===== src/rtl/switch_debouncer.sv =====
// Three-channel switch conditioner: multi-flop synchronizer, per-channel debounce FSM,
// registered level plus single-cycle rise/fall strobes, optional push-button toggle on channel 0.
//
// state     | meaning
// STABLE_LO | debounced level is 0, watching for sync=1
// PEND_HI   | sync went high, counting stable samples before accepting a rise
// STABLE_HI | debounced level is 1, watching for sync=0
// PEND_LO   | sync went low, counting stable samples before accepting a fall
module switch_debouncer #(
  parameter int unsigned DEBOUNCE_CYCLES = 250000,
  parameter int unsigned SYNC_STAGES     = 2,
  parameter bit          TOGGLE_CH0      = 1'b0
) (
  input  logic       i_clock,
  input  logic       i_reset,
  input  logic [2:0] i_raw,
  output logic [2:0] o_level,
  output logic [2:0] o_rise,
  output logic [2:0] o_fall
);

  localparam int unsigned NUM_CH = 3;
  localparam int unsigned CNT_W  = (DEBOUNCE_CYCLES > 1) ? $clog2(DEBOUNCE_CYCLES) : 1;
  localparam logic [CNT_W-1:0] CNT_LAST = CNT_W'(DEBOUNCE_CYCLES - 1);

  typedef enum logic [1:0] {
    STABLE_LO = 2'd0,
    PEND_HI   = 2'd1,
    STABLE_HI = 2'd2,
    PEND_LO   = 2'd3
  } state_t;

  logic [NUM_CH-1:0] sync;
  logic [NUM_CH-1:0] deb;
  logic [NUM_CH-1:0] rise_q;
  logic [NUM_CH-1:0] fall_q;
  logic [NUM_CH-1:0] rise_evt;
  logic              tog;

  for (genvar ch = 0; ch < NUM_CH; ch++) begin : g_ch
    logic [SYNC_STAGES-1:0] sync_ff;
    state_t                 state;
    logic [CNT_W-1:0]       cnt;
    logic                   ch_deb;
    logic                   ch_rise;
    logic                   ch_fall;

    always_ff @(posedge i_clock) begin
      if (i_reset) begin
        sync_ff <= '0;
      end else begin
        sync_ff <= {sync_ff[SYNC_STAGES-2:0], i_raw[ch]};
      end
    end

    assign sync[ch] = sync_ff[SYNC_STAGES-1];

    // The counter is compared before it increments, so it tops out at CNT_LAST.
    always_ff @(posedge i_clock) begin
      if (i_reset) begin
        state   <= STABLE_LO;
        cnt     <= '0;
        ch_deb  <= 1'b0;
        ch_rise <= 1'b0;
        ch_fall <= 1'b0;
      end else begin
        ch_rise <= 1'b0;
        ch_fall <= 1'b0;
        case (state)
          STABLE_LO: begin
            if (sync[ch]) begin
              state <= PEND_HI;
              cnt   <= '0;
            end
          end
          PEND_HI: begin
            if (!sync[ch]) begin
              state <= STABLE_LO;
              cnt   <= '0;
            end else if (cnt == CNT_LAST) begin
              state   <= STABLE_HI;
              ch_deb  <= 1'b1;
              ch_rise <= 1'b1;
            end else begin
              cnt <= cnt + CNT_W'(1);
            end
          end
          STABLE_HI: begin
            if (!sync[ch]) begin
              state <= PEND_LO;
              cnt   <= '0;
            end
          end
          PEND_LO: begin
            if (sync[ch]) begin
              state <= STABLE_HI;
              cnt   <= '0;
            end else if (cnt == CNT_LAST) begin
              state   <= STABLE_LO;
              ch_deb  <= 1'b0;
              ch_fall <= 1'b1;
            end else begin
              cnt <= cnt + CNT_W'(1);
            end
          end
          default: begin
            state <= STABLE_LO;
            cnt   <= '0;
          end
        endcase
      end
    end

    // Same condition that sets ch_rise, so the toggle flips on the strobe edge.
    assign rise_evt[ch] = (state == PEND_HI) && sync[ch] && (cnt == CNT_LAST);

    assign deb[ch]    = ch_deb;
    assign rise_q[ch] = ch_rise;
    assign fall_q[ch] = ch_fall;
  end

  always_ff @(posedge i_clock) begin
    if (i_reset) begin
      tog <= 1'b0;
    end else if (TOGGLE_CH0 && rise_evt[0]) begin
      tog <= ~tog;
    end
  end

  assign o_level = {deb[2:1], (TOGGLE_CH0 ? tog : deb[0])};
  assign o_rise  = rise_q;
  assign o_fall  = fall_q;

endmodule


===== config.mk =====
export PLATFORM = sky130hd
export DESIGN_NAME = switch_debouncer
export DESIGN_NICKNAME = d
export VERILOG_FILES = /design/src/rtl/switch_debouncer.sv
export SDC_FILE = /design/constraint.sdc
export NUM_CORES = 1
export LEC_CHECK = 0
export BUFFER_PORTS_ARGS = -buffer_cell sky130_fd_sc_hd__buf_4
export CORE_MARGIN = 1
export CORE_UTILIZATION = 30
export DETAILED_ROUTE_END_ITERATION = 12
export HOLD_SLACK_MARGIN = 0.02
export PLACE_DENSITY_LB_ADDON = 0.08
export SYNTH_ARGS = -nofsm -noshare
export SYNTH_HDL_FRONTEND = slang
export SYNTH_SLANG_ARGS = --single-unit

===== constraint.sdc =====
create_clock -name i_clock -period 2.3 [get_ports i_clock]
set_clock_uncertainty 0.15 [all_clocks]
set_input_delay 0.46 -clock i_clock [delete_from_list [all_inputs] [get_ports i_clock]]
set_output_delay 0.46 -clock i_clock [all_outputs]
set_load 0.02 [all_outputs]

---- Yosys cells after proc, flatten, opt, wreduce, memory -nomap -nowiden ----
Cells that the tools add are included.
word-level totals
  register bits after elaboration ......... 75
  word-level logic and storage cells ...... 144
  output and inout bits ................... 9
operators by class
  add/subtract/negate cells ............... 3
  reductions and logical operators ........ 21
  equal/unequal tests ..................... 36
  multiplexer cells ....................... 57
  bitwise gates (word level) .............. 9
operators with widths
  kind                     count
  $mux W18                 15
  $pmux W18 S4             3
  $add A18 B1 Y18 const B  3
  $eq A18 B18 Y1 const B   3
  $mux W2                  18
  $ne A2 B2 Y1 const B     18
  $pmux W2 S4              3
  $ne A3 B3 Y1 const B     6
  $reduce_or A3 Y1         6
  $mux W1                  15
  $reduce_and A5 Y1        3
  $eq A2 B2 Y1 const B     6
  $reduce_and A4 Y1        3
  $not A1 Y1               9
  $eq A2 B1 Y1 const B     3
  $logic_not A2 Y1         3
  $pmux W1 S2              3
  $reduce_and A2 Y1        3
  $reduce_bool A2 Y1       3

---- Depth between registers and ports, before layout ----
Gate-level depths: netlist of the first run.
  word-level depth ........................ 4
  gate-level depth with buffers ........... 6

---- Least setup slack after synthesis of the first run ----
OpenSTA, ideal clock, no wires.
  path type ............................... register to register
  start ................................... reg g_ch[1].cnt[0]
  end ..................................... reg g_ch[1].cnt[16]
  period minus slack after synthesis ...... 1,920 ps
  setup slack ............................. 380 ps
  library setup time ...................... 74 ps
  required time ........................... 2,076 ps
  arrival time ............................ 1,696 ps
  cell stages (with the launch flop) ...... 6
  path through ............................ dfxtp_1 -> ha_1 -> nand4_2 -> or3_1 -> or4_1 -> a31oi_1
between the ends
  word-level cells in the longest chain between the ends .. 4
ends and longest elaborated chain
  what                                               RTL line  text
  start, declared                                    43        logic [CNT_W-1:0] cnt;
  start signal, assigned                             85        cnt <= cnt + CNT_W'(1);
  start signal, assigned                             103       cnt <= cnt + CNT_W'(1);
  $add A18 B1 Y18 or $eq A18 B18 Y1 (tied branches)  n/a
  $mux W18 (*)                                       80, 98
  $mux W18, on equally long branches                 95, 77
  $pmux W18 S4 (*)                                   69        case (state)
Every way passes the cells marked *; elsewhere a longest branch is shown, timed or not.
A chain may end at the register's enable or synchronous reset.

---- Final worst setup path of the first run ----
  start ................................... reg g_ch[1].sync_ff[1]
  end ..................................... reg g_ch[1].cnt[17]
between the ends
  word-level cells in the longest chain between the ends .. 2
ends and longest elaborated chain
  what                                               RTL line  text
  start, declared                                    41        logic [SYNC_STAGES-1:0] sync_ff;
  start signal, assigned                             52        sync_ff <= {sync_ff[SYNC_STAGES-2:0], i_raw[ch]};
  $mux W18 (tied with other cells)                   95        if (sync[ch]) begin
  $pmux W18 S4 or $reduce_and A2 Y1 (tied branches)  n/a
Several ways; a longest one is shown, not always the timed one.

==> flow_summary.ini, run 1 <==
[clocking]
cts_tree = yes
clockBufferDepth = 2
clock-sinks = 75
clkLatencyLatePin_ns = 0.34
ctsHtreeMaxLevel = 3
cts_resized = 0
cts_inserted_buffers = 9
cts_hold_buf = 0
post-cts-setup-buffers = 0
clk_pin_slew_ns = 0.06
clockRootBuffer = clkbuf_16

[critical_path]
worstSetupEndpointType = flip-flop
path_class = flip-flop to flip-flop
critPathArrivalTime_ns = 2.29
path_max_fanout = 9
crit_path_start_kind = flip-flop
path_cells = xor2_1, nand4b_1, or4_1, o211ai_1
slowest_stage = xor2_1
required_ns = 2.41
critPathMaxStageDelay_ns = 0.58

[floorplanning]
initial_core_util_pct = 30.9
io_pins = 14
rows = 41
coreArea_um2 = 12700
die_h_um = 116
chipWidth_um = 116
dieArea_um2 = 13500

[yosys]
synth.avg_cell_area_um2 = 8.61
synth_cells = 454
synth.area.top_cells = dfxtp_1 (38%), nand4_1 (4.2%), nand2_1 (3.3%)
ys.flop_type = dfxtp_1
yosysTopAreaCellShare_pct = 38.4
syn-num-nets = 462
synthArstFlopShare_pct = 0
synth-edff-count = 0
yosys.area.top_type = dfxtp_1
synth_area_um2 = 3910
ys_warn_count = 0
seq_area_frac_synth_pct = 38.4
ys_seq_elements = 75
synth_cell_types = 58

[outcome]
status = completed

[routing]
drc_errors = 0
vias = 3346
first_pass_iters = 4
wl_per_cell_um = 14.7
drt_wl_total_mm = 9.31
ant_nets = 0
drtIter0Drc = 150
avgViaCountPerCell = 5.27

[layout]
design_area_um2 = 4450
drive_gt1_share_pct = 11.0
mostFrequentLayoutCell = dfxtp_1
syn_to_final_growth_pct = 13.9
most-common-layout-cells = dfxtp_1 (75), nand2_1 (34), nor2_1 (27), nand4_1 (26), buf_4 (26)
fin_nets = 467
num_antenna_cells = 0
fin_util_pct = 35.2

[grt]
first_global_vias = 3094
grt_max_degree = 26
antenna_found_initial = 0
globalRouteMet2Util_pct = 22.5
grt_overflow = 0
use_met1_pct = 20.9
grt_usage_pct = 15.2
grt_pass1_wl_mm = 15.7
grt-busiest-layer = met2
use_met3_pct = 5.09

[sta]
fmax_mhz = 458
grt_setup_unrepaired = no
worst_slew_pin_slew_ns = 0.675
drv_slew = 0
hold_ws_ns = 0.188
hold_viol_final = 0
relSlewSlack_pct = 54.8
finalCriticalPeriod_ns = 2.18
fin_crit_sh_pct = 94.9
setup_viol_count_final = 0
setup_tns_ns = 0

[place]
placed_area_um2 = 4160
dp_hpwl_mm = 6.46
gp_congestion = 0.738
io_buffers = 13

[pwr]
p_leak_nw = 1.45
ir_drop_mv = 0.295
power_density_nw_per_um2 = 645

[hold_path]
hold_class = input pin to flip-flop

[job]
cap_violations = 0
-- cells by family after synthesis --
logic type	share of synthesized area, %
and+or+nand+nor	33.9
AOI/OAI and AO/OA	12.7
DFF	38.4
buffers and inverters	4.90
xor gates and xnor gates	7.62
muxes	1.54
adders and majority gates	0.960
-- layout make-up --
class / instances / area [µm²]
Fill cell: 1341 / 8220
Multi-Input combinational cell: 339 / 2220
Sequential cell: 75 / 1500
Clock buffer: 13 / 260
Tap cell: 172 / 215
Timing Repair Buffer: 26 / 195
Clock inverter: 2 / 35.0
Inverter: 8 / 30.0
-- report_power, final --
part | switching [mW] | total (mW) | internal (mW)
logic | 0.0728 | 0.120 | 0.0473
registers | 0.0131 | 1.33 | 1.31
clock network | 0.535 | 1.43 | 0.892
total | 0.621 | 2.87 | 2.25
-- per-layer routing --
layer  wire (µm)  vias up  share of wire, %
li1            -     1698                 -
met1        4820     1601                52
met2        4110       41                44
met3         310        6               3.3
met4          70        0              0.75
met5           0        -                 0
-- registers in the layout (all words and copies together), names as in the netlist, named ones only --
name,flops
g_ch.cnt,54
g_ch.sync_ff,6
g_ch.ch_deb,3
g_ch.ch_fall,3
g_ch.ch_rise,3
g_ch.state,3
-- Yosys cell counts, drive strengths merged, types with 6 or more instances --
library cell and n:
nand4 27, inv 8, xor2 13, xnor2 13, nor2b 9, nand2 34
or3 15, mux2i 6, and4 10, a21oi 25, o31ai 7, nand2b 6
dfxtp 75, nor3 7, a31oi 10, and2 7, and3 9, buf 16
o21ai 17, nor2 27, nor4 9, clkbuf 16, nand3 23, or4 14
-- per-stage QoR --
stage	power, mW	std cells	setup slack (ns)
finish	2.87	635	0.118
global placement	1.48	620	0.230
CTS	2.94	635	0.167
floorplan	1.44	454	0.380
global route	3.00	635	0.0201
detailed placement	1.48	620	0.188
-- critical path: cells and delay by family (launching register included) --
kind / cells / cell delay, ns
AOI/OAI and AO/OA: 1 / 0.12
and+or+nand+nor: 2 / 0.79
DFF: 1 / 0.47
xor gates and xnor gates: 1 / 0.58
-- path summary, 6_finish.rpt --
check / to / slack, ns / cells past startpoint / from
worst max-delay path: g_ch[1].cnt[17]$_SDFFE_PP0P_ / 0.12 / 4 / g_ch[1].sync_ff[1]$_SDFF_PP0_
worst min-delay path: g_ch[2].sync_ff[0]$_SDFF_PP0_ / 0.19 / 2 / i_raw[2]
worst max register to register: g_ch[1].cnt[17]$_SDFFE_PP0P_ / 0.12 / 4 / g_ch[1].sync_ff[1]$_SDFF_PP0_
worst min register to register: g_ch[1].sync_ff[1]$_SDFF_PP0_ / 0.30 / 1 / g_ch[1].sync_ff[0]$_SDFF_PP0_
(Power assumes the default switching activity.)
==> inputs of run 2 (changes only) <==
CELL_PAD_IN_SITES_DETAIL_PLACEMENT = 1   (was default)
CELL_PAD_IN_SITES_GLOBAL_PLACEMENT = 1   (was default)
==> run 2 against run 1 <==
Compared with the run above: non-clock buffer count rose by 3; routed wire length rose by 10%; first-iteration DRC count fell by 30%; sequential power barely moved; sequential share of layout area fell by 0.16 points; register-to-register slack improved by 0.08 ns; critical path depth rose by 1; combinational power barely moved; critical endpoint is now g_ch[1].cnt[16]$_SDFFE_PP0P_; largest cell class unchanged; flip-flop and latch count did not move.
==> flow_summary.ini, run 2 (synthesized netlist as in run 1, its figures left out) <==
[outcome]
status = completed

[layout]
fin_nets = 470
design_area_um2 = 4480
final_cell_count_no_fill = 639
multiInputGateArea_um2 = 2220
top_regs = g_ch.cnt (54), g_ch.sync_ff (6)
drive_gt1_share_pct = 12.0
mostFrequentLayoutCell = dfxtp_1
most-common-layout-cells = dfxtp_1 (75), nand2_1 (34), buf_4 (29), nor2_1 (27), nand4_1 (26)
regMostFlops = g_ch.cnt
largest_reg_flops = 54
final.fill_count = 1514
fin_util_pct = 35.3
regArea_um2 = 1500
syn_to_final_growth_pct = 14.5
num_antenna_cells = 0

[place]
dp_hpwl_mm = 7.30
io_buffers = 13
placed_area_um2 = 4180
place_inst = 623
pre_cts_slack_ns = 0.200
gp_congestion = 0.718

[sta]
grt_setup_unrepaired = no
hold_viol_final = 0
fmax_mhz = 475
hold_ws_ns = 0.187
fin_ws_ns = 0.196
worst_slew_pin_slew_ns = 0.633
relSlewSlack_pct = 57.5
fin_crit_sh_pct = 91.5
setup_tns_ns = 0
setup_viol_count_final = 0
drv_slew = 0
finalCriticalPeriod_ns = 2.10

[critical_path]
crit_path_start_kind = flip-flop
path_max_fanout = 7
path_class = flip-flop to flip-flop
critPathArrivalTime_ns = 2.23
slowest_stage = or3_1
critPathMaxStageDelay_ns = 0.45
path_cells = ha_1, nand4_2, or3_1, or4_1, a31oi_1
required_ns = 2.42
worstSetupEndpointType = flip-flop

[routing]
ant_nets = 0
vias = 3426
wl_met2_mm = 4.73
avgViaCountPerCell = 5.36
drtIter0Drc = 105
first_pass_iters = 4
top_layer_used = met4
wl_met3_um = 175
wl_met1_mm = 5.19
drt_wl_total_mm = 10.3
wl_per_cell_um = 16.1
drc_errors = 0

[floorplanning]
dieArea_um2 = 13500
coreArea_um2 = 12700
die_h_um = 116
rows = 41
chipWidth_um = 116
initial_core_util_pct = 30.9
io_pins = 14

[clocking]
cts_tree = yes
clkLatencyLatePin_ns = 0.35
ctsHtreeMaxLevel = 3
clock-sinks = 75
cts_hold_buf = 0
cts_inserted_buffers = 9
clockRootBuffer = clkbuf_16
post-cts-setup-buffers = 0
clk_pin_slew_ns = 0.06
clockBufferDepth = 2
cts_resized = 0

[pwr]
power_density_nw_per_um2 = 644
p_leak_nw = 1.46
p_total_mw = 2.88
ir_drop_mv = 0.277

[grt]
grt_overflow = 0
grt_usage_pct = 16.9
grt_pass1_wl_mm = 17.7
antenna_found_initial = 0
first_global_vias = 3453
grt_max_degree = 30

[job]
cap_violations = 0

[hold_path]
hold_class = input pin to flip-flop
[run 2: worst paths after layout]
check / start / to / slack (ns) / cells past startpoint
setup / recovery: g_ch[1].cnt[1]$_SDFFE_PP0P_ / g_ch[1].cnt[16]$_SDFFE_PP0P_ / 0.20 / 5
hold / removal: i_raw[2] / g_ch[2].sync_ff[0]$_SDFF_PP0_ / 0.19 / 2
setup reg to reg: g_ch[1].cnt[1]$_SDFFE_PP0P_ / g_ch[1].cnt[16]$_SDFFE_PP0P_ / 0.20 / 5
hold reg to reg: g_ch[1].sync_ff[0]$_SDFF_PP0_ / g_ch[1].sync_ff[1]$_SDFF_PP0_ / 0.30 / 1
[run 2: critical path, delay by kind of cell (launching register included)]
kind / cells / cell delay [ns]
DFF: 1 / 0.41
adders and majority gates: 1 / 0.24
AOI/OAI and AO/OA: 1 / 0.16
and+or+nand+nor: 3 / 1.08
[run 2: layout make-up]
type	count	share of cell area, %
inverters	8	0.671
multi-input cells	339	49.5
flip-flops and latches	75	33.5
well taps	172	4.81
clock inverters	6	1.45
clock buffers	10	5.12
repair buffers	29	4.86
[run 2: report_power, final]
part	switching, mW	internal [mW]	leakage [nW]
Combinational	0.0741	0.0485	0.715
Clock	0.593	0.843	0.143
Sequential	0.0130	1.31	0.606
[run 2: routing by layer]
layer | vias up | track usage [%]
met2 | 22 | 27.1
met3 | 12 | 2.80
met5 | - | 0
met4 | 0 | 7.95
met1 | 1688 | 22.3
li1 | 1704 | -
